$ cat config.mk
export PLATFORM = sky130hd
export DESIGN_NAME = psram_burst_seq
export DESIGN_NICKNAME = d
export VERILOG_FILES = /design/src/rtl/psram_pkg.sv /design/src/rtl/psram_rd_fifo.sv /design/src/rtl/psram_burst_seq.sv
export SDC_FILE = /design/constraint.sdc
export NUM_CORES = 1
export LEC_CHECK = 0
export ABC_AREA = 1
export CORE_MARGIN = 2
export CORE_UTILIZATION = 43
export CTS_CLUSTER_DIAMETER = 50
export DETAILED_ROUTE_END_ITERATION = 10
export PLACE_DENSITY = 0.72
export SLEW_MARGIN = 40
export SYNTH_ARGS = -nofsm -noshare
export SYNTH_HDL_FRONTEND = slang
export SYNTH_SLANG_ARGS = --single-unit
$ cat constraint.sdc
create_clock -name sysclk -period 2.9 [get_ports sysclk]
set_clock_uncertainty 0.05 [all_clocks]
set_input_delay 0.58 -clock sysclk [delete_from_list [all_inputs] [get_ports sysclk]]
set_output_delay 0.58 -clock sysclk [all_outputs]
set_load 0.1 [all_outputs]
$ cat src/rtl/psram_pkg.sv
// Shared types and constants for the PSRAM burst sequencer: widths, command
// and byte-enable encodings, sequencer state enum and the address-step helper.
package psram_pkg;

  localparam int ADDR_W = 23;
  localparam int DATA_W = 16;

  localparam logic CMD_WRITE = 1'b0;
  localparam logic CMD_READ  = 1'b1;

  // Active-low byte enables, bit 0 is the low byte.
  localparam logic [1:0] BE_BOTH = 2'b00;
  localparam logic [1:0] BE_LOW  = 2'b10;
  localparam logic [1:0] BE_HIGH = 2'b01;

  typedef enum logic [2:0] {
    ST_INIT  = 3'd0,
    ST_IDLE  = 3'd1,
    ST_PREP  = 3'd2,
    ST_ISSUE = 3'd3,
    ST_WAIT  = 3'd4
  } seq_state_t;

  // Word addresses wrap from the top of the array back to zero.
  function automatic logic [ADDR_W-1:0] next_word_addr(input logic [ADDR_W-1:0] a);
    return a + ADDR_W'(1);
  endfunction

endpackage

$ cat src/rtl/psram_rd_fifo.sv
// Read-return FIFO: synchronous, power-of-two depth, head word shown while
// not empty (zero when empty); push ignored when full, pop ignored when empty.
module psram_rd_fifo
  import psram_pkg::*;
#(
  parameter int DEPTH = 4,
  parameter int CNT_W = $clog2(DEPTH) + 1
) (
  input  logic              sysclk,
  input  logic              reset_n,
  input  logic              push,
  input  logic [DATA_W-1:0] push_data,
  input  logic              pop,
  output logic [DATA_W-1:0] head,
  output logic [CNT_W-1:0]  count,
  output logic              empty,
  output logic              full
);

  localparam int PTR_W = $clog2(DEPTH);

  logic [DATA_W-1:0] mem [DEPTH];
  logic [PTR_W-1:0]  wr_ptr;
  logic [PTR_W-1:0]  rd_ptr;
  logic              do_push;
  logic              do_pop;

  assign empty   = (count == '0);
  assign full    = (count == CNT_W'(DEPTH));
  assign do_push = push & ~full;
  assign do_pop  = pop & ~empty;
  assign head    = empty ? '0 : mem[rd_ptr];

  always_ff @(posedge sysclk) begin
    if (do_push) begin
      mem[wr_ptr] <= push_data;
    end
  end

  always_ff @(posedge sysclk) begin
    if (!reset_n) begin
      wr_ptr <= '0;
      rd_ptr <= '0;
      count  <= '0;
    end else begin
      if (do_push) wr_ptr <= wr_ptr + PTR_W'(1);
      if (do_pop)  rd_ptr <= rd_ptr + PTR_W'(1);
      case ({do_push, do_pop})
        2'b10:   count <= count + CNT_W'(1);
        2'b01:   count <= count - CNT_W'(1);
        default: count <= count;
      endcase
    end
  end

endmodule

$ cat src/rtl/psram_burst_seq.sv
// Burst sequencer in front of the async PSRAM controller: splits bursts into
// single-word go/mem_idle transactions. Optional watchdog: PSRAM_SEQ_TIMEOUT_EN.
module psram_burst_seq
  import psram_pkg::*;
#(
  parameter int LEN_W       = 8,
  parameter int FIFO_DEPTH  = 4,
  parameter int TIMEOUT_CYC = 64
) (
  input  logic              sysclk,
  input  logic              reset_n,
  input  logic              req_valid,
  output logic              req_ready,
  input  logic              req_cmd,
  input  logic [ADDR_W-1:0] req_addr,
  input  logic [LEN_W-1:0]  req_len,
  input  logic [1:0]        req_be_n,
  input  logic [DATA_W-1:0] wr_data,
  input  logic              wr_valid,
  output logic              wr_ready,
  output logic [DATA_W-1:0] rd_data,
  output logic              rd_valid,
  input  logic              rd_ready,
  output logic              busy,
  output logic              done,
  output logic              err,
  output logic              mem_go,
  output logic              mem_command,
  output logic [ADDR_W-1:0] mem_addr,
  output logic [DATA_W-1:0] mem_data_wr,
  output logic [1:0]        mem_byte_en,
  input  logic              mem_idle,
  input  logic [DATA_W-1:0] mem_data_rd,
  output seq_state_t        dbg_state
);

  // Handshakes: a request or read word transfers on a rising edge where its
  // valid and ready are both high; wr_ready is a one-cycle consume strobe
  // raised only while wr_valid is high, and the word is taken on that edge.

  localparam int CNT_W = $clog2(FIFO_DEPTH) + 1;
  localparam logic [LEN_W:0] REM_ONE = (LEN_W + 1)'(1);

  seq_state_t       state;
  seq_state_t       state_nxt;
  logic [LEN_W:0]   rem_q;
  logic             accept;
  logic             launch;
  logic             word_done;
  logic             last_word;
  logic             rd_space;
  logic             timeout;
  logic             to_hit;
  logic             done_q;
  logic             err_q;
  logic [CNT_W-1:0] fifo_count;
  logic             fifo_empty;
  logic             fifo_full;
  logic             fifo_push;
  logic             fifo_pop;

  assign last_word = (rem_q == REM_ONE);
  assign rd_space  = ~fifo_full && (fifo_count < CNT_W'(FIFO_DEPTH));

  always_ff @(posedge sysclk) begin
    if (!reset_n) state <= ST_INIT;
    else          state <= state_nxt;
  end

  always_comb begin
    state_nxt = state;
    accept    = 1'b0;
    launch    = 1'b0;
    word_done = 1'b0;
    timeout   = 1'b0;
    case (state)
      ST_INIT:  if (mem_idle) state_nxt = ST_IDLE;
      ST_IDLE: begin
        if (req_valid) begin
          accept    = 1'b1;
          state_nxt = ST_PREP;
        end
      end
      ST_PREP: begin
        if (mem_idle && ((mem_command == CMD_WRITE) ? wr_valid : rd_space)) begin
          launch    = 1'b1;
          state_nxt = ST_ISSUE;
        end
      end
      ST_ISSUE: if (!mem_idle) state_nxt = ST_WAIT;
      ST_WAIT: begin
        if (mem_idle) begin
          word_done = 1'b1;
          state_nxt = last_word ? ST_IDLE : ST_PREP;
        end
      end
      default: state_nxt = ST_INIT;
    endcase
    // A stuck controller abandons the burst; a word completing on the limit wins.
    if (to_hit && (state_nxt == state)) begin
      timeout   = 1'b1;
      state_nxt = ST_INIT;
    end
  end

  always_comb begin
    req_ready = (state == ST_IDLE);
    wr_ready  = launch && (mem_command == CMD_WRITE);
    busy      = (state == ST_PREP) || (state == ST_ISSUE) || (state == ST_WAIT);
    fifo_push = word_done && (mem_command == CMD_READ);
    rd_valid  = ~fifo_empty;
    fifo_pop  = ~fifo_empty && rd_ready;
    done      = done_q;
    err       = err_q;
    dbg_state = state;
  end

  always_ff @(posedge sysclk) begin
    if (!reset_n) begin
      mem_go      <= 1'b0;
      mem_command <= 1'b0;
      mem_addr    <= '0;
      mem_data_wr <= '0;
      mem_byte_en <= '0;
      rem_q       <= '0;
      done_q      <= 1'b0;
    end else begin
      done_q <= word_done && last_word;
      if (accept) begin
        mem_command <= req_cmd;
        mem_addr    <= req_addr;
        mem_byte_en <= req_be_n;
        rem_q       <= {1'b0, req_len} + REM_ONE;
      end
      if (launch) begin
        mem_go <= 1'b1;
        if (mem_command == CMD_WRITE) mem_data_wr <= wr_data;
      end else if ((state == ST_ISSUE) && !mem_idle) begin
        mem_go <= 1'b0;
      end
      if (word_done) begin
        mem_addr <= next_word_addr(mem_addr);
        rem_q    <= rem_q - REM_ONE;
      end
      if (timeout) mem_go <= 1'b0;
    end
  end

`ifdef PSRAM_SEQ_TIMEOUT_EN
  localparam int TO_W = $clog2(TIMEOUT_CYC + 1);
  logic [TO_W-1:0] to_cnt;

  // Restarts on every state change so ISSUE and WAIT each get the full budget.
  always_ff @(posedge sysclk) begin
    if (!reset_n || (state_nxt != state)) to_cnt <= '0;
    else if ((state == ST_ISSUE) || (state == ST_WAIT)) to_cnt <= to_cnt + TO_W'(1);
  end

  assign to_hit = ((state == ST_ISSUE) || (state == ST_WAIT)) &&
                  (to_cnt == TO_W'(TIMEOUT_CYC - 1));

  always_ff @(posedge sysclk) begin
    if (!reset_n)     err_q <= 1'b0;
    else if (timeout) err_q <= 1'b1;
  end
`else
  assign to_hit = 1'b0;
  assign err_q  = 1'b0;
`endif

  psram_rd_fifo #(
    .DEPTH (FIFO_DEPTH),
    .CNT_W (CNT_W)
  ) u_rd_fifo (
    .sysclk    (sysclk),
    .reset_n   (reset_n),
    .push      (fifo_push),
    .push_data (mem_data_rd),
    .pop       (fifo_pop),
    .head      (rd_data),
    .count     (fifo_count),
    .empty     (fifo_empty),
    .full      (fifo_full)
  );

endmodule

Word level (Yosys, flattened, before mapping)
Memories as Yosys holds them, arrays and structs flattened. A register that Yosys moved wholly into a read port is not among the register bits.
Cells that the tools add are included.
{"block": "classes", "addsub": 7, "n_mux": 26, "n_lt_le_gt_ge": 1, "n_reduce_logical": 17, "n_eq_ne": 13, "n_bitwise": 5}
{"cell": "23-bit 2-to-1 mux", "count": 2}
{"cell": "23-bit by 1-bit adder with 23-bit output, second input constant", "count": 1}
{"cell": "9-bit 2-to-1 mux", "count": 2}
{"cell": "16-bit 2-to-1 mux", "count": 1}
{"cell": "3-bit 2-to-1 mux", "count": 5}
{"cell": "3-bit case mux with 5 select lines", "count": 1}
{"cell": "1-bit 2-to-1 mux", "count": 11}
{"cell": "2-bit != test, second input constant", "count": 5}
{"cell": "8-bit by 1-bit adder with 9-bit output, second input constant", "count": 1}
{"cell": "9-bit by 1-bit equality test with 1-bit output, second input constant", "count": 1}
{"cell": "9-bit by 1-bit subtractor with 9-bit output, second input constant", "count": 1}
{"cell": "1-bit logical AND", "count": 7}
{"cell": "3-bit by 2-bit equality test with 1-bit output, second input constant", "count": 2}
{"cell": "3-bit equality test, second input constant", "count": 2}
{"cell": "3-bit zero test", "count": 2}
{"cell": "2-bit 2-to-1 mux", "count": 3}
{"cell": "3-bit case mux with 2 select lines", "count": 1}
{"cell": "2-bit nonzero test", "count": 3}
{"cell": "5-bit AND reduction", "count": 1}
{"cell": "2-bit by 1-bit adder with 2-bit output, second input constant", "count": 2}
{"cell": "3-bit by 1-bit adder with 3-bit output, second input constant", "count": 1}
{"cell": "3-bit by 1-bit equality test with 1-bit output, second input constant", "count": 1}
{"cell": "3-bit less-than comparator, second input constant", "count": 1}
{"cell": "1-bit inverter", "count": 3}
{"cell": "other kinds (7)", "count": 9}
{"block": "word_totals", "mem_bits_rw": 64, "word_cells": 81, "n_memories": 1, "reg_bits": 63, "input_bits": 72}
{"memory": "u_rd_fifo.mem", "depth": 4, "width": 16, "read_ports": 1, "rd_ports_with_merged_regs": 1, "wr": 1, "line": "psram_rd_fifo.sv:22", "source": "logic [DATA_W-1:0] mem [DEPTH];"}

Longest topological paths before layout
{"block": "logic_depth", "depth_word": 8, "mapped_depth": 12}

Modules after synthesis
Synthesis repeated with hierarchy kept, for this count alone.
{"block": "unflattened", "cells_unflattened": 800, "hier_area_um2": 6446.2}
{"module": "psram_burst_seq", "seq_area_each_um2": 1121.1, "area_per_inst_um2": 3300.7, "cells_each": 526, "n_inst": 1}
{"module": "psram_rd_fifo", "seq_area_each_um2": 2102.0, "area_per_inst_um2": 3145.5, "cells_each": 274, "n_inst": 1}

Worst setup path before layout
Ideal clock, no wire load.
{"block": "synth_path", "path_type": "reg2out", "from": "register state[1], in the netlist dbg_state[1]", "to": "output port busy", "t_arrival_ns": 3.241, "path_slack_ns": -0.971, "stages_incl_launch_ff": 3, "path_buffers": 0, "path_cell_list": "dfxtp_1 inv_2 o21ai_0"}
{"block": "synth_between", "elab_chain_cells": 3, "word_cells_on_any_way": 5, "classes_between": "eq/ne: 3; reduce/logical: 2"}
{"item": "start, declared", "line": "psram_burst_seq.sv:44", "source": "seq_state_t state;"}
{"item": "start signal, assigned", "line": "psram_burst_seq.sv:67", "source": "else state <= state_nxt;"}
{"item": "3-bit by 2-bit equality test with 1-bit output", "line": "psram_burst_seq.sv:109", "source": "busy = (state == ST_PREP) || (state == ST_ISSUE) || (state == ST_WAIT);"}
{"item": "1-bit logical OR", "line": "psram_burst_seq.sv:109"}
{"item": "1-bit logical OR (*)", "line": "psram_burst_seq.sv:109"}
{"item": "end, declared", "line": "psram_burst_seq.sv:24", "source": "output logic busy,"}
Mark *: on every way between the ends. The rest lies on a longest branch, timed or not.

==> metrics.md <==
| Metric | Value |
|---|---|
| Outcome | completed |
| WP data arrival | 2030 ps |
| Die Width | 123.7 um |
| Crit path top cell by count | nor2_1 |
| Tmin final | 2664 ps |
| Cts hold-fix bufs | 0 |
| Unrepaired setup endpoints after global routing | false |
| Worst Max-Slew Pin Slew | 601.1 ps |
| Fmax | 375.4 MHz |
| 1st-iter DRT viols | 287 |
| Post-CTS setup buffers | 0 |
| Synth top area cells | edfxtp_1 (31%), dfxtp_1 (21%), nand2_1 (9.5%) |
| Post-DRT Antenna Nets | 0 |
| Total CTS buffers | 17 |
| Mapped Nets | 842 |
| Routing usage on met1 | 25.77% |
| CTS Root Cell | clkbuf_16 |
| Post-Synthesis Cells | 760 |
| CP Cell Sequence | buf_4, nor2_1, nor2_1, o21ai_0, a21oi_2, buf_12 |
| Synthesis-to-layout area growth | 37.44% |
| Syn avg cell area | 8.103 sq um |
| Max stage delay on crit path | 520 ps |
| Worst R2R Path Depth | 11 |
| Worst hold margin | 411.5 ps |
| Setup_tns | 0 ps |
| Vias after detailed routing | 5473 |
| GRT overflow | 0 |
| Cts repair resizes | 0 |
| Commonest cells in the netlist | nand2_1 (156), nor2_1 (130), o21ai_0 (69) |
| Synth cell types | 39 |
| Worst Path Required | 2270 ps |
| Met3 Track Usage GR | 7.051% |
| Starting density of the core | 44.20% |
| Pwr per Cell Area | 730.3 nW/um^2 |
| Placed inst area | 7859 sq um |
| Critical R2R Capture | u_rd_fifo.count[2] |
| Drt first pass iters | 5 |
| WP depth | 6 |
| All-layer global routing usage | 20.93% |
| Worst R2R Setup Slack | 830 ps |
| Routed wire length | 15290 um |
| Top FF cell, synth | dfxtp_1 |
| Final hold violation count | 0 |
| Largest net degree at the start of global routing | 33 |
| R2r startpoint | dbg_state[0] |
| Core Box Area | 13930 sq um |
| CTS sink cnt | 129 |
| Routed length per instance | 13.95 um |
| Worst setup EP type | output port |
| CTS tree | done |
| Synthesized area | 6158 sq um |
| #FFs+latches synth | 129 |
| Cell taking the most area after synthesis | edfxtp_1 |
| Clk pin slew, worst setup/hold paths | 60 ps |
| Crit path to | rd_data[6] |
| Final cycle utilization of the critical path | 91.86% |
| Critical path fanouts, max | 24 |
| Residual DRC | 0 |
| GR Util met2 | 34.07% |
| Row count | 43 |
| Max VDD drop | 0.0004498 V |
| Grt peak-use layer | met2 |
| CP Launch Type | flip-flop |
| Most common cell in the netlist | nand2_1 |
| Slew headroom | 59.88% |
| Layout cells sized above 1 | 16.38% |
| CP max-delay cell | dfxtp_1 |
| Initial antenna violation count | 0 |
| Vias in the first global route | 5081 |
| Leakage power | 3.224 nW |
| Delay-heaviest family, CP | buffers and inverters |
| DIE HEIGHT | 123.7 um |
| First-pass GRT wire length | 24560 um |
| Clock Tree Buf Depth | 2 |
| Sequential area share after synthesis | 52.34% |
| Nets | 985 |
| Fin area | 8464 sq um |
| Vias/cell | 4.994 |
| Routability Congestion | 0.8571 |
| CP bufs+invs | 2 |
| Ys Warns | 0 |
| Clk_lat worst skew | 420 ps |
| Setup violators final | 0 |
| Post-synth ARST share | 0% |
| Post-synth EDFFs | 64 |
| Max-cap viol count | 0 |
| Ports | 140 |
| Fin. max-slew vios | 0 |
| Port Buf Inserts | 138 |
| Min-Delay Path Class | reg2reg |
| Crit Path Class | reg2out |
| Post-DP HPWL | 10540 um |
| H-Tree Depth | 4 |
| Post-synth top area share | 31.21% |
| Die Area | 15300 sq um |
| Diodes inserted | 0 |
registers in the layout (all words and copies together) (netlist names), 2 cells and up, named ones only:
| name | flops |
|---|---|
| u_rd_fifo.rd_ptr | 2 |
| u_rd_fifo.mem | 64 |
| mem_addr | 23 |
| mem_data_wr | 16 |
| mem_byte_en | 2 |
| u_rd_fifo.count | 3 |
| rem_q | 9 |
| u_rd_fifo.wr_ptr | 2 |
| dbg_state | 3 |
stage by stage:
stage	util (%)	std cells	total power [mW]	worst slack [ps]
2_1_floorplan	-	760	3.579	-216.5
3_3_place_gp	56.40	1064	4.020	270.8
3_5_place_dp	56.40	1064	4.034	256.0
4_1_cts	60.74	1096	6.204	5.493
5_1_grt	60.74	1096	6.433	82.28
6_report	60.74	1096	6.181	236.0
area by class of cell:
class,instances,area [sq um]
clock buffer,17,425.4
clock inverter,15,180.2
fill,1205,5470
inverter,70,267.8
multi-input combinational,529,2581
sequential,129,3223
tap,180,225.2
timing repair buffer,156,1562
worst reg2reg max path: stages, from the launching register on:
cell,delay (ps)
dfxtp_1,430
inv_2,100
nand3_1,200
nor2_2,70
nand3_2,80
ha_1,140
inv_1,60
fa_1,380
a21oi_1,140
o21ai_0,110
o21ai_0,160
a21oi_1,50
cell usage in the layout, fill, tap and decap left out, types with 5 or more instances in the layout:
cell / netlist / layout
nand4_1: 5 / 5
dfxtp_1: 65 / 65
a21oi_1: 62 / 46
inv_6: 0 / 6
xor2_1: 5 / 5
clkdlybuf4s50_1: 0 / 71
nor2_2: 2 / 7
clkbuf_16: 0 / 17
inv_1: 64 / 63
o21a_1: 9 / 9
buf_4: 3 / 68
o21bai_1: 5 / 5
nor2_1: 130 / 125
a31oi_1: 5 / 5
edfxtp_1: 64 / 64
inv_2: 5 / 6
nand2_1: 156 / 156
buf_12: 0 / 17
nand3b_1: 8 / 8
nand3_1: 43 / 43
a21oi_2: 0 / 16
ha_1: 9 / 9
o21ai_0: 69 / 68
layer usage:
metal / vias to the layer above / part of all wire (%)
li1: 2794 / -
met2: 175 / 48
met3: 22 / 7.0
met5: - / 0
met4: 0 / 1.4
met1: 2482 / 44
worst min-delay path by stage:
stage,from,to,cells past startpoint
global route,mem_data_wr[6],mem_data_wr[6],2
CTS,mem_data_wr[1],mem_data_wr[1],2
floorplan,u_rd_fifo.rd_ptr[1],flip-flop,2
detailed placement,mem_data_wr[1],mem_data_wr[1],2
global placement,u_rd_fifo.rd_ptr[1],u_rd_fifo.rd_ptr[1],2
finish,u_rd_fifo.rd_ptr[1],u_rd_fifo.rd_ptr[1],2
cell families (layout without fill, tap and decap cells):
family | count (synthesis) | in the layout | synth area share [%]
AO/OA/AOI/OAI | 155 | 155 | 13.47
XOR/XNOR | 7 | 7 | 0.9955
adder cells (fa/ha/maj) | 10 | 10 | 2.154
buffers and inverters | 102 | 258 | 7.030
flip-flops | 129 | 129 | 52.34
other | 1 | 1 | 0.06089
AND/OR/NAND/NOR | 356 | 356 | 23.95
where the power goes:
group	leakage, nW	switching, mW	internal, mW
clock	0.295	0.811	1.36
sequential	1.10	0.155	2.04
combinational	1.83	1.34	0.480
Power figures use the tool's default switching activity.
